$ cat src/rtl/bits2bytes_pkg.sv
// ----------------------------------------------------------------------------
// bits2bytes_pkg
//   Shared constants and types for the bits2bytes stream controller.
//   BYTE_W  : width of one output byte
//   state_e : sequencer states IDLE -> FETCH -> EMIT -> (FETCH | DONE) -> IDLE
// ----------------------------------------------------------------------------
package bits2bytes_pkg;

    localparam int BYTE_W = 8;

    typedef enum logic [1:0] {
        IDLE  = 2'd0,
        FETCH = 2'd1,
        EMIT  = 2'd2,
        DONE  = 2'd3
    } state_e;

endpackage : bits2bytes_pkg

$ cat src/rtl/bits2bytes.sv
// ----------------------------------------------------------------------------
// bits2bytes
//   Regroups a packed N_BYTES*8-bit word into an array of bytes, byte 0 being
//   the least significant byte of the word. Purely combinational.
//   Ports:
//     word_i   in   N_BYTES*BYTE_W   packed input word
//     bytes_o  out  N_BYTES x BYTE_W bytes_o[k] = word_i[k*BYTE_W +: BYTE_W]
// ----------------------------------------------------------------------------
module bits2bytes
    import bits2bytes_pkg::*;
#(
    parameter int N_BYTES = 4
) (
    input  logic [N_BYTES*BYTE_W-1:0]          word_i,
    output logic [N_BYTES-1:0][BYTE_W-1:0]     bytes_o
);

    for (genvar k = 0; k < N_BYTES; k++) begin : g_byte
        assign bytes_o[k] = word_i[k*BYTE_W +: BYTE_W];
    end

endmodule : bits2bytes

$ cat src/rtl/bits2bytes_stream_ctrl.sv
// ----------------------------------------------------------------------------
// bits2bytes_stream_ctrl
//   Streams a message of len_i bytes out of packed N_BYTES*8-bit words.
//   One word is fetched per word handshake, then emitted LSB byte first, one
//   byte per byte handshake. The final byte is flagged with byte_last_o and
//   done_o pulses for one cycle afterwards. Unused bytes of a partial final
//   word are dropped and no further word is fetched.
//   Ports:
//     clk_i, rst_ni            clock, synchronous active-low reset
//     start_i, len_i           start a message of len_i bytes (IDLE only)
//     busy_o, done_o           busy while not IDLE, one-cycle end pulse
//     word_valid_i/ready_o/i   input word stream
//     byte_valid_o/ready_i/o   output byte stream
//     byte_last_o              marks the final byte of the message
//     byte_cnt_o               bytes emitted since last start (optional)
//   Optional feature: define BITS2BYTES_CTRL_BYTE_CNT_EN to add byte_cnt_o.
// ----------------------------------------------------------------------------
module bits2bytes_stream_ctrl
    import bits2bytes_pkg::*;
#(
    parameter int N_BYTES = 4,
    parameter int LEN_W   = 16
) (
    input  logic                        clk_i,
    input  logic                        rst_ni,
    input  logic                        start_i,
    input  logic [LEN_W-1:0]            len_i,
    output logic                        busy_o,
    output logic                        done_o,
    input  logic                        word_valid_i,
    output logic                        word_ready_o,
    input  logic [N_BYTES*BYTE_W-1:0]   word_i,
    output logic                        byte_valid_o,
    input  logic                        byte_ready_i,
    output logic [BYTE_W-1:0]           byte_o,
    output logic                        byte_last_o
`ifdef BITS2BYTES_CTRL_BYTE_CNT_EN
    ,
    output logic [LEN_W-1:0]            byte_cnt_o
`endif
);

    localparam int IDX_W = (N_BYTES > 1) ? $clog2(N_BYTES) : 1;

    state_e                          state_q;
    logic [LEN_W-1:0]                rem_q;
    logic [IDX_W-1:0]                idx_q;
    logic [N_BYTES*BYTE_W-1:0]       word_q;
    logic [N_BYTES-1:0][BYTE_W-1:0]  word_bytes;

    bits2bytes #(.N_BYTES(N_BYTES)) u_bits2bytes (
        .word_i  (word_q),
        .bytes_o (word_bytes)
    );

    // The byte is read straight from the buffered word, so it is stable for
    // as long as idx_q and word_q hold, i.e. throughout a stall.
    assign byte_o = word_bytes[idx_q];

    // Outputs are registered: each transition sets the flags that describe
    // the state being entered, so they line up with state_q.
    // NOTE: all state here uses non-blocking assignments so every register
    // samples the pre-edge values; blocking ones would create order-dependent
    // races between the flags and the counters.
    always_ff @(posedge clk_i) begin
        if (!rst_ni) begin
            state_q      <= IDLE;
            rem_q        <= '0;
            idx_q        <= '0;
            // NOTE: the word buffer is cleared on reset so byte_o reads 0
            // after reset and no byte of an aborted message can leak out.
            word_q       <= '0;
            busy_o       <= 1'b0;
            done_o       <= 1'b0;
            word_ready_o <= 1'b0;
            byte_valid_o <= 1'b0;
            byte_last_o  <= 1'b0;
        end else begin
            done_o <= 1'b0;
            unique case (state_q)
                IDLE: begin
                    if (start_i) begin
                        busy_o <= 1'b1;
                        if (len_i != '0) begin
                            rem_q        <= len_i;
                            word_ready_o <= 1'b1;
                            state_q      <= FETCH;
                        end else begin
                            done_o  <= 1'b1;
                            state_q <= DONE;
                        end
                    end
                end
                FETCH: begin
                    if (word_valid_i) begin
                        word_q       <= word_i;
                        idx_q        <= '0;
                        word_ready_o <= 1'b0;
                        byte_valid_o <= 1'b1;
                        byte_last_o  <= (rem_q == LEN_W'(1));
                        state_q      <= EMIT;
                    end
                end
                EMIT: begin
                    if (byte_ready_i) begin
                        rem_q <= rem_q - LEN_W'(1);
                        idx_q <= idx_q + IDX_W'(1);
                        if (rem_q == LEN_W'(1)) begin
                            byte_valid_o <= 1'b0;
                            byte_last_o  <= 1'b0;
                            done_o       <= 1'b1;
                            state_q      <= DONE;
                        end else if (idx_q == IDX_W'(N_BYTES - 1)) begin
                            byte_valid_o <= 1'b0;
                            byte_last_o  <= 1'b0;
                            word_ready_o <= 1'b1;
                            state_q      <= FETCH;
                        end else begin
                            // Next byte is the last one when two remain now.
                            byte_last_o  <= (rem_q == LEN_W'(2));
                        end
                    end
                end
                DONE: begin
                    busy_o  <= 1'b0;
                    state_q <= IDLE;
                end
                default: state_q <= IDLE;
            endcase
        end
    end

`ifdef BITS2BYTES_CTRL_BYTE_CNT_EN
    // Cleared on an accepted start, counts byte handshakes, and holds its
    // final value after the message until the next start.
    always_ff @(posedge clk_i) begin
        if (!rst_ni) begin
            byte_cnt_o <= '0;
        end else if (state_q == IDLE && start_i) begin
            byte_cnt_o <= '0;
        end else if (byte_valid_o && byte_ready_i) begin
            byte_cnt_o <= byte_cnt_o + LEN_W'(1);
        end
    end
`endif

endmodule : bits2bytes_stream_ctrl

$ cat config.mk
export PLATFORM = sky130hd
export DESIGN_NAME = bits2bytes_stream_ctrl
export DESIGN_NICKNAME = d
export VERILOG_FILES = /design/src/rtl/bits2bytes_pkg.sv /design/src/rtl/bits2bytes.sv /design/src/rtl/bits2bytes_stream_ctrl.sv
export SDC_FILE = /design/constraint.sdc
export NUM_CORES = 1
export LEC_CHECK = 0
export CORE_MARGIN = 3
export CORE_UTILIZATION = 50
export CTS_CLUSTER_SIZE = 8
export DETAILED_ROUTE_END_ITERATION = 8
export HOLD_SLACK_MARGIN = 0.1
export PLACE_DENSITY_LB_ADDON = 0.1
export SLEW_MARGIN = 0
export SYNTH_ARGS = -nofsm -noshare
export SYNTH_HDL_FRONTEND = slang
export SYNTH_SLANG_ARGS = --single-unit
$ cat constraint.sdc
create_clock -name clk_i -period 2.4 [get_ports clk_i]
set_input_delay 0.48 -clock clk_i [delete_from_list [all_inputs] [get_ports clk_i]]
set_output_delay 0.48 -clock clk_i [all_outputs]
set_load 0.01 [all_outputs]
==> results of run 1 <==
## logic make-up (layout without fill, tap and decap cells)
family / after synthesis / after routing / synth area share, %
AO/OA/AOI/OAI: 107 / 107 / 23.1
adder cells (fa/ha/maj): 4 / 4 / 1.77
buffers and inverters: 31 / 107 / 4.78
flip-flops: 57 / 57 / 40.4
multiplexers: 9 / 9 / 6.73
AND/OR/NAND/NOR: 146 / 146 / 23.2
## repair_timing
item | 4_1_cts | 5_1_grt
setup endpoints to repair | 0 | 2
resized for setup | 0 | 2
hold buffers | 0 | 0
## synth_stat cells, types with 2 or more instances
library cell   n
nand2_1       90
a21oi_1       57
dfxtp_1       57
nor2_1        21
clkbuf_1      19
o21ai_0       18
mux4_2         8
nor3_1         8
nand3_1        7
a31oi_1        5
inv_1          5
a21o_1         4
ha_1           4
nor4_1         4
a32o_1         3
buf_2          3
o31ai_1        3
a211oi_1       2
a22o_1         2
a32oi_1        2
and2_1         2
buf_4          2
nor3b_1        2
nor4_2         2
or4_1          2
## per-layer routing
metal / up-vias / share of wire [%] / wire (um) / GRT usage, %
li1: 1397 / - / - / -
met1: 1304 / 46 / 3480 / 32.6
met2: 102 / 46 / 3520 / 37.2
met3: 10 / 6.4 / 486 / 6.21
met4: 0 / 1.2 / 88 / 7.43
met5: - / 0 / 0 / 0
## report_power, final
group	switching [mW]	leakage [nW]	internal, mW
Sequential	0.0731	0.465	1.02
Combinational	0.337	0.841	0.303
Clock	0.386	0.120	0.716
Total	0.796	1.42	2.04
## flip-flops by register name, summed over array words and instances, names as in the netlist
name	count
idx_q	2
byte_valid_o	1
byte_last_o	1
busy_o	1
word_q	32
done_o	1
state_q	2
word_ready_o	1
rem_q	16
## worst reg2reg max path: stages, from the launching register on
cell and delay (ns):
dfxtp_1 0.35, inv_1 0.16, ha_1 0.23, nor3b_1 0.20
buf_4 0.17, and2_1 0.27, a21oi_1 0.10, o21ai_0 0.18
a21oi_1 0.09
## cell usage in the layout (no fill, tap or decap), types with 7 or more instances in the layout
cell             count
nand2_1             90
clkdlybuf4s50_1     63
a21oi_1             57
dfxtp_1             57
nor2_1              21
buf_4               19
o21ai_0             18
clkbuf_8            10
mux4_2               8
nor3_1               8
nand3_1              7
## layout make-up
type	count	area [um2]	area share [%]
Multi-Input combinational cell	266	1550	40.1
Clock inverter	5	103	2.66
Sequential cell	57	1140	29.6
Timing Repair Buffer	85	818	21.2
Tap cell	70	87.6	2.27
Clock buffer	11	141	3.66
Inverter	6	22.5	0.583
## worst max path at each step
stage	endpoint	slack (ns)	cells after the start
floorplan	rem_q[13]	0.54	5
global placement	rem_q[0]	0.03	7
detailed placement	rem_q[0]	-0.02	7
CTS	byte_o[5]	0.05	3
global route	byte_o[3]	0.005	3
finish	byte_o[2]	0.07	2
## per-stage QoR
step           utilization, %  setup TNS [ns]
2_1_floorplan               -               0
3_3_place_gp             68.5               0
3_5_place_dp             68.5         -0.0502
4_1_cts                  73.2               0
5_1_grt                  73.3               0
6_report                 73.3               0
==> out/summary.txt, run 1 <==
Nets -> 482
WP buf/inv -> 1
F_max -> 0.429 GHz
Placement Setup Slack -> -0.0236 ns
Synth unique cells -> 47
Worst-Margin Slew -> 0.594 ns
Drt pass-1 iters -> 5
Worst path max stage delay -> 0.64 ns
DR vias -> 2813
Hold path start -> word_q[11]
Crit Reg-Reg Startpoint -> rem_q[0]
Placed Area -> 0.00361 mm2
Area leader, netlist -> dfxtp_1
DR DRC count -> 0
Share of cells above drive strength 1 -> 11.9%
Post-DRT Antenna Nets -> 0
Starting DRC count in detailed routing -> 191
Die area -> 0.00659 mm2
Placer Congestion -> 0.878
Power Density -> 734 mW/mm2
DRT Wirelength -> 7.57 mm
Predominant post-synthesis flop cell -> dfxtp_1
ANT cells -> 0
Status -> completed
Width of the die -> 81.2 um
Hold EP -> word_q[11]
Fin cells -> 500
Tot Pwr -> 2.83 mW
Final min period -> 2.33 ns
CTS Root Cell -> clkbuf_8
Fin area -> 0.00386 mm2
Hold Path Cell Cnt -> 2
Mapped Cells -> 354
Pins Over Slew Limit -> 0
Core area -> 0.00527 mm2
DIE HEIGHT -> 81.2 um
GRT overflow -> 0
Worst setup path start -> idx_q[1]
Final hold vios -> 0
Top cells by area, synth -> dfxtp_1 (40%), nand2_1 (12%), a21oi_1 (10%), mux4_2 (6.4%), o21ai_0 (3.2%)
TritonCTS clock tree -> yes
Critical path startpoint category -> register
All-Layer GR Usage -> 23.9%
Worst path cell trace -> mux4_2 > clkdlybuf4s50_1
Synth-to-layout area growth -> 36.7%
CTS Buffer Depth -> 2
Vias in the first global route -> 2635
Yosys warnings -> 0
# fillers -> 444
H-Tree Level Count -> 3
Vias per std cell -> 5.63
I/O Buffers -> 65
Worst path top cell family by delay -> flip-flops
Initial core utilization -> 53.6%
IO Count -> 66
Skew final -> 0.00785 ns
Max Cap Violations -> 0
P_leak -> 1.42 nW
First-pass GRT wire length -> 12.1 mm
Post-synthesis sequential area ratio -> 40.4%
RSZ-0062 raised after global routing -> no
HP Class -> reg -> reg
Clock Latency Late Sink -> 0.34 ns
Num Clock Sinks -> 57
Worst vdd ir -> 623 uV
Critical setup path kind -> reg -> out
Period Utilization, post-route -> 97.1%
DPL Wire Length -> 5.42 mm
Yosys reg bits -> 57
Cts bufs inserted -> 9
Post-CTS setup buffer count -> 0
Wire length per cell -> 15.1 um
CP max FO -> 10
EDFF count, synth -> 0
Critical Path RT -> 1.92 ns
Largest net degree at the start of global routing -> 34
Reg-to-reg setup timing slack -> 0.54 ns
Final setup viols -> 0
Ys async rst share -> 0%
Post-Syn Area per Cell -> 7.98 um2
Netlist Area Pre-Place -> 0.00282 mm2
Reg clk slew, reported paths -> 0.07 ns
FF-to-FF path depth -> 8
Worst setup EP type -> output port
Max-Slew Margin vs Limit -> 60.0%
Synth top area share -> 40.4%
WHS -> 0.455 ns
Setup ws final -> 0.0696 ns
R2r endpoint -> rem_q[12]
Initial antenna violation count -> 0
Slowest stage cell, crit path -> dfxtp_1
Worst Path Arrival -> 1.85 ns
Placed Cells -> 484
Net Count, Synth -> 411
# rows -> 26
No activity file was read; power rests on OpenSTA's default activity.
==> inputs of run 2 (changes only) <==
- CORE_MARGIN: 3 -> 1
- CORE_UTILIZATION: 50 -> 45
- clock period: 2.4 -> 1.9 ns (I/O delays scaled with it)
==> run 2 against run 1 <==
Against the previous run:
- global-route usage up 2.7 points
- clock skew down 0.0014 ns
- critical path depth grew 1
- highest routed layer unchanged
==> out/summary.txt, run 2 (synthesized netlist as in run 1, its figures left out) <==
Sw Share -> 30.0%
Max-Slew Margin vs Limit -> 72.0%
Placed Cells -> 510
Reg clk slew, reported paths -> 0.07 ns
GRT overflow -> 0
Worst setup EP type -> output port
CP max FO -> 6
Critical path startpoint category -> register
Initial core utilization -> 47.1%
Pins Over Slew Limit -> 0
P_leak -> 1.59 nW
Cts bufs inserted -> 9
DPL Wire Length -> 5.83 mm
Commonest non-fill, non-tap cell in the layout -> nand2_1
DR DRC count -> 0
Period Utilization, post-route -> 97.4%
Logic pwr share -> 26.9%
Die area -> 0.00660 mm2
ANT cells -> 0
CTS Root Cell -> clkbuf_8
Int Pwr -> 2.40 mW
TritonCTS clock tree -> yes
Critical setup path kind -> reg -> out
Synth-to-layout area growth -> 44.4%
Worst-Margin Slew -> 0.416 ns
RSZ-0062 raised after global routing -> yes
Final Util -> 68.1%
Final min period -> 1.85 ns
Critical Path RT -> 1.52 ns
Largest Register -> word_q
Worst Path Arrival -> 1.47 ns
Slowest stage cell, crit path -> mux4_2
Clock Latency Late Sink -> 0.34 ns
Starting DRC count in detailed routing -> 195
Final setup viols -> 0
Fin cells -> 529
Final hold vios -> 0
Status -> completed
Vias in the first global route -> 2741
Worst path cell trace -> buf_12 > mux4_2 > buf_6
Max Cap Violations -> 0
Net switching power of the design -> 1.03 mW
Initial antenna violation count -> 0
Placer Congestion -> 0.887
DRT Wirelength -> 8.30 mm
Clock power frac -> 32.9%
First-pass GRT wire length -> 13.1 mm
Core area -> 0.00599 mm2
Worst path max stage delay -> 0.51 ns
Width of the die -> 81.2 um
Power Density -> 841 mW/mm2
Biggest regs -> word_q (32), rem_q (16)
Largest net degree at the start of global routing -> 34
Drt pass-1 iters -> 6
Post-DRT Antenna Nets -> 0
DIE HEIGHT -> 81.2 um
IO Count -> 66
# fillers -> 498
All-Layer GR Usage -> 26.6%
Vias per std cell -> 5.57
Worst vdd ir -> 631 uV
Skew final -> 0.00649 ns
Sequential share of power -> 40.2%
CTS Buffer Depth -> 2
I/O Buffers -> 65
F_max -> 0.540 GHz
Nets -> 507
Num Clock Sinks -> 57
DR vias -> 2945
H-Tree Level Count -> 3
Max reg flops -> 32
Wire length per cell -> 15.7 um
Share of cells above drive strength 1 -> 20.0%
# rows -> 28
Most frequent cells in the layout -> nand2_1 (90), a21oi_1 (57), dfxtp_1 (55)
HP Class -> in -> reg
run 2: changes by cell type in the layout (fill, tap and decap cells not counted), sizes merged:
cell | before | now
clkbuf | 11 | 12
clkdlybuf4s50 | 63 | 50
buf | 20 | 53
clkinv | 1 | 2
bufinv | 3 | 1
clkinvlp | 1 | 0
dlymetal6s2s | 2 | 7
run 2: through the flow:
stage | TNS, ns | hold WS, ns | cell area [um2] | total power [mW] | setup slack, ns
floorplan | 0 | 0.433 | 2820 | 1.88 | 0.139
global placement | -5.63 | 0.438 | 3790 | 2.26 | -0.351
detailed placement | -6.05 | 0.447 | 3790 | 2.28 | -0.395
CTS | 0 | 0.455 | 3970 | 3.41 | 0.00599
global route | -0.00129 | 0.476 | 4080 | 3.61 | -0.00103
finish | 0 | 0.453 | 4080 | 3.43 | 0.0488
run 2: cell type report:
| cell class | count | area (um2) | area share (%) |
|---|---|---|---|
| Clock buffer | 12 | 155 | 3.80 |
| Timing Repair Buffer | 110 | 1040 | 25.4 |
| Clock inverter | 3 | 40.0 | 0.982 |
| Inverter | 6 | 22.5 | 0.552 |
| Tap cell | 75 | 93.8 | 2.30 |
| Sequential cell | 57 | 1140 | 28.0 |
| Multi-Input combinational cell | 266 | 1590 | 38.9 |
run 2: final timing paths:
path              startpoint     endpoint  slack (ns)  cells past startpoint
setup / recovery    idx_q[0]    byte_o[4]        0.05                      3
hold / removal     len_i[11]    rem_q[11]        0.45                      5
setup reg to reg    rem_q[9]  byte_last_o        0.15                      4
hold reg to reg   word_q[10]   word_q[10]        0.45                      2
run 2: power groups by stage:
| stage | combinational [mW] | clock, mW | sequential, mW |
|---|---|---|---|
| 2_1_floorplan | 0.502 | 0 | 1.38 |
| 3_3_place_gp | 0.868 | 0 | 1.39 |
| 3_5_place_dp | 0.883 | 0 | 1.39 |
| 4_1_cts | 0.890 | 1.15 | 1.37 |
| 5_1_grt | 1.01 | 1.21 | 1.39 |
| 6_report | 0.923 | 1.13 | 1.38 |
run 2: critical path, delay by kind of cell (launching register included):
kind | cells | cell delay (ns)
muxes | 1 | 0.51
buffers and inverters | 2 | 0.27
DFF | 1 | 0.36
run 2: what timing repair did:
action,in CTS,in global routing
pin swaps,1,11
buffers inserted,1,2
endpoints found under the setup margin,13,22
cloned,1,0
gates resized for setup,36,25
hold buffers,0,0
run 2: metal layers:
metal	vias to the layer above	track usage, %	part of all wire, %
li1	1451	-	-
met1	1380	37.4	47
met2	99	39.9	46
met3	15	7.75	5.2
met4	0	6.25	1.7
met5	-	0	0
==> inputs of run 3 (changes only) <==
- HOLD_SLACK_MARGIN: 0.1 -> 0.06
==> results of run 3 <==
The final DEF is identical to that of run 2; final timing and power are the same.
